$ cat src/rtl/shift_arbiter.sv
// shift_arbiter: round-robin arbiter sharing one 32-bit shifter between
// NREQ valid/ready requesters, with a single-entry tagged result register.

module shifter (
  input  logic [31:0] a,
  input  logic [4:0]  shamt5,
  input  logic [1:0]  sh,
  output logic [31:0] y
);

  logic [63:0] w_rotDbl;

  // Combinational shift: LSL, LSR, ASR, ROR (rotate via doubled operand)
  always_comb begin
    y        = a;
    w_rotDbl = {a, a} >> shamt5;
    case (sh)
      2'b00:   y = a << shamt5;
      2'b01:   y = a >> shamt5;
      2'b10:   y = $unsigned($signed(a) >>> shamt5);
      default: y = w_rotDbl[31:0];
    endcase
  end

endmodule

module shift_arbiter #(
  parameter int NREQ = 4,
  parameter int IDW  = $clog2(NREQ)
) (
  input  logic               clk,
  input  logic               rst_n,
  input  logic [NREQ-1:0]    req_valid,
  output logic [NREQ-1:0]    req_ready,
  input  logic [NREQ*32-1:0] req_a,
  input  logic [NREQ*5-1:0]  req_shamt5,
  input  logic [NREQ*2-1:0]  req_sh,
  output logic               rsp_valid,
  input  logic               rsp_ready,
  output logic [31:0]        rsp_y,
  output logic [IDW-1:0]     rsp_id
);

  localparam logic [IDW:0]   LP_NREQ = (IDW+1)'(NREQ);
  localparam logic [IDW-1:0] LP_LAST = IDW'(NREQ - 1);

  logic            r_rspValid;
  logic [31:0]     r_rspY;
  logic [IDW-1:0]  r_rspId;
  logic [IDW-1:0]  r_rrPtr;

  logic            w_slotFree;
  logic            w_grantValid;
  logic [IDW-1:0]  w_winner;
  logic [IDW-1:0]  w_nextPtr;
  logic [IDW:0]    w_cand;
  logic [31:0]     w_selA;
  logic [4:0]      w_selShamt;
  logic [1:0]      w_selSh;
  logic [31:0]     w_shY;

  assign w_slotFree = !r_rspValid || rsp_ready;

  // Search from the round-robin pointer upward, wrapping at NREQ-1; the
  // winner defaults to rr_ptr so the datapath mux has a defined select.
  always_comb begin
    w_grantValid = 1'b0;
    w_winner     = r_rrPtr;
    w_cand       = '0;
    for (int k = 0; k < NREQ; k++) begin
      w_cand = {1'b0, r_rrPtr} + (IDW+1)'(k);
      if (w_cand >= LP_NREQ) begin
        w_cand = w_cand - LP_NREQ;
      end
      if (!w_grantValid && req_valid[w_cand[IDW-1:0]]) begin
        w_grantValid = 1'b1;
        w_winner     = w_cand[IDW-1:0];
      end
    end
    w_grantValid = w_grantValid && w_slotFree && rst_n;
  end

  // One-hot ready for the winner only; all-zero when nothing is granted
  always_comb begin
    req_ready = '0;
    for (int i = 0; i < NREQ; i++) begin
      req_ready[i] = w_grantValid && (w_winner == IDW'(i));
    end
  end

  // Pointer advances to the requester just past the winner
  always_comb begin
    w_nextPtr = (w_winner == LP_LAST) ? '0 : w_winner + 1'b1;
  end

  assign w_selA     = req_a[32*w_winner +: 32];
  assign w_selShamt = req_shamt5[5*w_winner +: 5];
  assign w_selSh    = req_sh[2*w_winner +: 2];

  shifter u_shifter (
    .a      (w_selA),
    .shamt5 (w_selShamt),
    .sh     (w_selSh),
    .y      (w_shY)
  );

  // Result register and pointer: capture on grant, clear valid on a bare drain,
  // hold everything while stalled
  always_ff @(posedge clk or negedge rst_n) begin
    if (!rst_n) begin
      r_rspValid <= 1'b0;
      r_rspY     <= '0;
      r_rspId    <= '0;
      r_rrPtr    <= '0;
    end else if (w_grantValid) begin
      r_rspValid <= 1'b1;
      r_rspY     <= w_shY;
      r_rspId    <= w_winner;
      r_rrPtr    <= w_nextPtr;
    end else if (r_rspValid && rsp_ready) begin
      r_rspValid <= 1'b0;
    end
  end

  assign rsp_valid = r_rspValid;
  assign rsp_y     = r_rspY;
  assign rsp_id    = r_rspId;

endmodule

$ cat config.mk
export PLATFORM = sky130hd
export DESIGN_NAME = shift_arbiter
export DESIGN_NICKNAME = d
export VERILOG_FILES = /design/src/rtl/shift_arbiter.sv
export SDC_FILE = /design/constraint.sdc
export NUM_CORES = 1
export LEC_CHECK = 0
export CAP_MARGIN = 20
export CORE_MARGIN = 8
export CORE_UTILIZATION = 46
export CTS_CLUSTER_DIAMETER = 50
export DETAILED_ROUTE_END_ITERATION = 8
export PLACE_DENSITY = 0.83
export SETUP_SLACK_MARGIN = 0.5
export SKIP_CTS_REPAIR_TIMING = 1
export SLEW_MARGIN = 10
export SYNTH_ARGS = -nofsm -noshare
export SYNTH_HDL_FRONTEND = slang
export SYNTH_SLANG_ARGS = --single-unit
$ cat constraint.sdc
create_clock -name clk -period 3 [get_ports clk]
set_input_delay 0.6 -clock clk [delete_from_list [all_inputs] [get_ports clk]]
set_output_delay 0.6 -clock clk [all_outputs]
set_load 0.01 [all_outputs]
==> results of run 1 <==
## cells in the mapped netlist, drive strengths merged, types with 19 or more instances
cell,instances
nand2,174
a21oi,122
mux2i,95
nor2,85
o21ai,57
buf,53
o22ai,47
clkbuf,44
dfrtp,37
a211oi,33
a22oi,32
a221oi,25
nand3,23
o211ai,21
mux2,19
## metal layers
metal | overflow | track usage (%)
met5 | 0 | 26.5
met2 | 3 | 84.9
met1 | 0 | 68.1
met4 | 7 | 63.7
met3 | 1 | 53.2
## logic make-up after synthesis
family | Yosys count | synth area share [%]
compound gates | 441 | 42.3
simple gates | 340 | 20.2
mux | 116 | 16.7
buf+inv | 103 | 7.41
flops | 37 | 12.8
fa+ha+maj | 4 | 0.691
## metrics by stage
stage	setup TNS [ps]	util, %	hold slack, ps
2_1_floorplan	-5370	-	304
3_3_place_gp	-42380	77.7	463
3_5_place_dp	-45160	77.7	476
4_1_cts	-36150	78.9	450
==> flow_summary.toml, run 1 <==
[status]
status = "stopped before the end"
stop_stage = "global routing"
error = "[ERROR GRT-0232] Routing congestion too high. Check the congestion heatmap in the GUI."

[yosys]
syn-num-nets = 1208
ys_warn_count = 0
ys.flop_type = "dfrtp_1"
yosysUniqueCellTypes = 79
synth_top_cell_area_share_pct = 13.1
ys_ff_latch = 37
yosys.area.top_type = "mux2i_1"
avgSynthCellArea_um2 = 6.96
synthTopCellsByArea = "mux2i_1 13%, dfrtp_1 13%, nand2_1 8.9%, a21oi_1 8.2%, nor2_1 4.4%"
synth_edf_count = 0
netlist_area_mm2 = 0.00724
async_flop_share_pct = 100
synth-seq-area-share_pct = 12.8
netlist_instances = 1041

[floorplan]
initial_core_util_pct = 46.3
die_h_um = 141
io-pin-count = 202
rows = 46
die_w_um = 141

[placed_design]
post-dp-hpwl_mm = 33.1
place_ws_ps = -1580
dp_cells = 1707
gp_congestion = 1.14
portBuffers = 201
placed_area_mm2 = 0.0122

[clock_network]
htreeDepth = 2
root_buffer = "clkbuf_16"
cts.path.max_buffers = 2
cts_sinks = 37
cts-buffers-inserted = 5

[global_routing]
grt_usage_pct = 68.0
grt_max_degree = 38
grt_overflow = 11

[timing]
worst-ep-kind = "register input"
crit_endpoint = "rsp_y[8]$_DFFE_PN0P_/D"
==> run 2, diff against run 1 <==
- CORE_UTILIZATION: 46 -> 40
- CTS_CLUSTER_DIAMETER: 50 -> default
- PLACE_DENSITY: 0.83 -> default
- PLACE_DENSITY_LB_ADDON: default -> 0.15
- SETUP_SLACK_MARGIN: 0.5 -> default
- clock period: 3 -> 3.9 ns (I/O delays scaled with it)
==> run 2 against run 1 <==
Compared with the run above:
- the flow now finishes, with violations (setup timing)
- synthesized cell count stayed put
- synthesized area stayed put
==> flow_summary.toml, run 2 <==
[yosys]
synth_top_cell_area_share_pct = 13.1
synth_top_family_by_area = "compound AO/OA/AOI/OAI gates"
async_flop_share_pct = 100
ys_ff_latch = 37
netlist_instances = 1041
synth-xor-area-share_pct = 0
synth_edf_count = 0
ys_warn_count = 0
synthAdderAreaFrac_pct = 0.691
synthSimpleGateAreaFrac_pct = 20.2
yosysUniqueCellTypes = 79
synthTopCellsByArea = "mux2i_1 13%, dfrtp_1 13%, nand2_1 8.9%, a21oi_1 8.2%, nor2_1 4.4%"
synth_most_common_cell = "nand2_1"
synth-compound-area-share_pct = 42.3
ys.flop_type = "dfrtp_1"
avgSynthCellArea_um2 = 6.96
synth-seq-area-share_pct = 12.8
yosys.area.top_type = "mux2i_1"
yosys-top-cells-count = "171 x nand2_1, 118 x a21oi_1, 95 x mux2i_1, 84 x nor2_1, 50 x o21ai_0"
synth_mux_area_share_pct = 16.7
netlist_area_mm2 = 0.00724
syn-num-nets = 1208

[status]
status = "finished with violations"
violations = "setup timing"

[final_layout]
antenna_cells = 0
area_growth_pct = 75.2
finalNonFillerCells = 1732
layout_commonest_cell = "buf_4"
nets = 1669
largest_register_ffs = 32
final_cell_mix = "323 x buf_4, 196 x clkdlybuf4s50_1, 171 x nand2_1, 109 x a21oi_1, 82 x nor2_1"
drive_above_1_share_pct = 33.3
postLayoutCoreUtil_pct = 71.1
final_area_mm2 = 0.0127

[timing]
clock.fmax_mhz = 256
period_share_pct = 100
fin_skew_ps = 7.98
min_period_ps = 3910
worstMarginPinSlew_ps = 763
worst_slack_ps = -10.4
holdWs_ps = 485
slew_viol_final = 0
max_slew_margin_pct = 48.5
final_hold_viol_count = 0
rsz0062_at_grt = "true"
setup_viol_count_final = 2

[floorplan]
rows = 49
io-pin-count = 202
core_mm2 = 0.0178
initial_core_util_pct = 40.6
die_h_um = 151
design.die.area_mm2 = 0.0227
die_w_um = 151

[setup_path]
r2r_start = "r_rrPtr[1]$_DFFE_PN0P_"
crit_path_top_delay_cell = "mux2_4"
path_common_cell = "buf_4"
cp_data_required_time_ps = 4070
startpoint_type = "primary input"
critPathMaxFanout = 14
path_cells = "dlymetal6s2s_1 > buf_4 > nor2b_2 > o21ai_2 > o211a_4 > inv_4 > buf_12 > buf_4 > a211oi_2 > o211ai_1 > buf_4 > a21oi_1 > a21oi_1 > mux2_4 > mux2_2 > a211oi_2 > a31oi_1"
worst-setup-path-type = "primary input to register"
slowest_delay_ps = 350
crit_start = "req_valid[0]"
arrival_ps = 4080
cp-end-kind = "register"

[routing]
vias_per_cell = 6.64
routed_wl_mm = 45.8
vias = 11500
remaining_drc_errors = 0
drtIter0Drc = 1640
dr.pass1.iters = 5
wl_per_cell_um = 26.4
ant_nets = 0

[power]
power_leakage_nw = 5.37
p_seq_share_pct = 4.4
powerDensity_mw_per_mm2 = 1260
p_sw_share_pct = 53.5
switching_power_w = 0.00857
vdd_drop_max_mv = 0.534
p_int_w = 0.00745
pwr-share-comb_pct = 92.3
p_clk_share_pct = 3.2

[run]
cap_viol_max_count = 0

[clock_network]
htreeDepth = 2
cts-buffers-inserted = 5
cts.path.max_buffers = 2
cts.clk_slew.worst_paths_ps = 60
cts_sinks = 37
root_buffer = "clkbuf_16"
cts_tree = "done"
clkLatencyLatePin_ps = 300

[placed_design]
dp_cells = 1712
gp_congestion = 1.07
post-dp-hpwl_mm = 35.1
portBuffers = 201
placed_area_mm2 = 0.0118

[min_path]
min-delay-path-class = "register to register"
min_from = "rsp_y[5]$_DFFE_PN0P_"

[global_routing]
grt_pass1_wl_mm = 64.6
grt_overflow = 0
grt_max_degree = 38
grt_pass1_vias = 11000
antenna_found_initial = 0
grt_usage_pct = 37.0
==> run 2: cell counts after synthesis <==
No cell type changed its count.
==> run 2: routing by layer <==
| metal | vias to the layer above | GRT usage, % | share of wire [%] |
|---|---|---|---|
| li1 | 4944 | - | - |
| met1 | 5410 | 47.2 | 39 |
| met2 | 928 | 58.1 | 44 |
| met3 | 210 | 9.08 | 12 |
| met4 | 0 | 15.9 | 5.4 |
| met5 | - | 0 | 0 |
==> run 2: layout make-up <==
cell class,instances,area [um^2]
multi-input cells,902,6390
fillers,1408,5150
repair buffers,550,4890
flip-flops and latches,37,926
well taps,229,287
clock buffers,6,139
clock inverters,2,37.5
inverters,6,27.5
==> run 2: kinds of logic after synthesis <==
kind of cell	after synthesis
AOI/OAI and AO/OA	441
and+or+nand+nor	340
muxes	116
buffers and inverters	103
DFF	37
adders and majority gates	4
==> run 2: worst paths after layout <==
check / end / slack (ps) / depth (start not counted)
max in group asynchronous: rsp_y[8]$_DFFE_PN0P_ / 2910 / 2
setup / recovery: rsp_y[21]$_DFFE_PN0P_ / -10 / 17
hold reg to reg: rsp_y[5]$_DFFE_PN0P_ / 480 / 2
setup reg to reg: rsp_y[23]$_DFFE_PN0P_ / 140 / 15
min in group asynchronous: rsp_y[29]$_DFFE_PN0P_ / 620 / 2
hold / removal: rsp_y[5]$_DFFE_PN0P_ / 480 / 2
==> run 2: power by group through the flow <==
stage          clock network, W  logic, W  registers [W]
2_1_floorplan                 0   0.00611       0.000759
3_3_place_gp                  0    0.0129       0.000695
3_5_place_dp                  0    0.0129       0.000700
4_1_cts                0.000515    0.0129       0.000698
5_1_grt                0.000530    0.0153       0.000729
6_report               0.000517    0.0148       0.000709
==> run 2: critical path, delay by kind of cell <==
family,cells,cell delay [ps]
AOI/OAI and AO/OA,8,1550
and+or+nand+nor,1,160
muxes,2,670
buffers and inverters,6,900
==> run 2: metrics by stage <==
step	setup WS (ps)	TNS (ps)	total power, W
floorplan	251	0	0.00687
global placement	-657	-18040	0.0136
detailed placement	-725	-20310	0.0136
CTS	-426	-11120	0.0142
global route	-91.0	-679	0.0166
finish	-10.4	-18.9	0.0160
(Power assumes the default switching activity.)
==> run 3, diff against run 2 <==
- CTS_CLUSTER_DIAMETER: default -> 80
==> results of run 3 <==
The final DEF is identical to that of run 2; final timing and power are the same.
==> run 4, diff against run 3 <==
- TNS_END_PERCENT: default -> 50
==> run 4 against run 3 <==
Compared with the run above:
- the run still ends with setup timing left
- sequential power barely moved
- flip-flop and latch count is the same
- routed wire length is 0.10% higher
- via count up 0.76%
- critical path type unchanged
==> flow_summary.toml, run 4 (same netlist as run 2, synthesis figures left out) <==
[status]
status = "finished with violations"
violations = "setup timing"

[setup_path]
path_common_cell = "buf_4"
critPathMaxFanout = 14
crit_path_top_delay_cell = "mux2_4"
startpoint_type = "primary input"
worst-setup-path-type = "primary input to register"
cp_data_required_time_ps = 4070
slowest_delay_ps = 350
arrival_ps = 4090
cp-end-kind = "register"
path_cells = "dlymetal6s2s_1 > buf_4 > nor2b_2 > o21ai_2 > o211a_4 > inv_4 > buf_12 > buf_4 > a211oi_2 > o211ai_1 > buf_4 > a21oi_1 > a21oi_1 > mux2_4 > mux2_2 > a211oi_2 > a31oi_1"

[final_layout]
area_growth_pct = 75.1
drive_above_1_share_pct = 33.3
antenna_cells = 0
layout_commonest_cell = "buf_4"
postLayoutCoreUtil_pct = 71.1
final_cell_mix = "323 x buf_4, 196 x clkdlybuf4s50_1, 171 x nand2_1, 109 x a21oi_1, 82 x nor2_1"
largest_register_ffs = 32
nets = 1669
fill_cells = 1409

[routing]
dr.pass1.iters = 9
drtIter0Drc = 1692
vias = 11600
ant_nets = 0
wl_per_cell_um = 26.5
remaining_drc_errors = 0
vias_per_cell = 6.69
routed_wl_mm = 45.8

[clock_network]
root_buffer = "clkbuf_16"
clkLatencyLatePin_ps = 300
cts-buffers-inserted = 5
cts_sinks = 37
cts_tree = "done"
htreeDepth = 2
cts.clk_slew.worst_paths_ps = 60
cts.path.max_buffers = 2

[power]
vdd_drop_max_mv = 0.527
powerDensity_mw_per_mm2 = 1260
power_w = 0.0160
power_leakage_nw = 5.37

[placed_design]
portBuffers = 201
post-dp-hpwl_mm = 35.1
gp_congestion = 1.07

[timing]
final_hold_viol_count = 0
slew_viol_final = 0
worst_slack_ps = -25.3
setup_viol_count_final = 1
period_share_pct = 101
min_period_ps = 3930
worstMarginPinSlew_ps = 767
rsz0062_at_grt = "true"
fin_skew_ps = 9.09
clock.fmax_mhz = 255
max_slew_margin_pct = 48.2

[global_routing]
grt_pass1_wl_mm = 64.6
grt_pass1_vias = 11000
grt_overflow = 0
grt_max_degree = 38
grt_usage_pct = 37.0
antenna_found_initial = 0

[min_path]
min-delay-path-class = "register to register"

[floorplan]
rows = 49
initial_core_util_pct = 40.6
io-pin-count = 202
die_h_um = 151
core_mm2 = 0.0178
design.die.area_mm2 = 0.0227
die_w_um = 151

[run]
cap_viol_max_count = 0
==> run 4: routing by layer <==
metal | track usage [%] | share of wire [%]
met5 | 0 | 0
met4 | 15.9 | 5.4
met3 | 9.08 | 13
met2 | 58.1 | 44
met1 | 47.2 | 38
==> run 4: cell type report <==
type                    instances  area (um^2)  share of cell area [%]
flip-flops and latches         37          926                    7.30
multi-input cells             902         6380                    50.3
inverters                       6         27.5                   0.217
clock inverters                 2         37.5                   0.296
well taps                     229          287                    2.26
repair buffers                550         4890                    38.5
clock buffers                   6          139                    1.10
==> run 4: power breakdown <==
group | total (W) | switching [W] | internal, W
clock network | 0.000517 | 0.000196 | 0.000320
logic | 0.0148 | 0.00822 | 0.00654
registers | 0.000710 | 0.000137 | 0.000572
==> run 4: critical path: cells and delay by family <==
kind                   cells  cell delay [ps]
and+or+nand+nor            1              160
muxes                      2              670
AOI/OAI and AO/OA          8             1550
buffers and inverters      6              900
==> run 4: worst paths after layout <==
check                                       start                    end  slack (ps)  depth (start not counted)
max in group asynchronous                   rst_n   rsp_y[8]$_DFFE_PN0P_        2900                          2
min in group asynchronous                   rst_n  rsp_y[29]$_DFFE_PN0P_         620                          2
hold reg to reg              rsp_y[5]$_DFFE_PN0P_   rsp_y[5]$_DFFE_PN0P_         480                          2
setup / recovery                     req_valid[0]  rsp_y[21]$_DFFE_PN0P_         -30                         17
hold / removal               rsp_y[5]$_DFFE_PN0P_   rsp_y[5]$_DFFE_PN0P_         480                          2
setup reg to reg           r_rrPtr[1]$_DFFE_PN0P_   rsp_y[3]$_DFFE_PN0P_         180                         16
==> run 4: stage by stage <==
step | setup slack (ps) | cells | setup TNS (ps) | hold WS (ps) | area, um^2
floorplan | 251 | 1041 | 0 | 484 | 7240
global placement | -657 | 1712 | -18040 | 462 | 11800
detailed placement | -725 | 1712 | -20310 | 478 | 11800
CTS | -426 | 1720 | -11120 | 492 | 11900
global route | -91.0 | 1732 | -735 | 505 | 12700
finish | -25.3 | 1732 | -25.3 | 484 | 12700
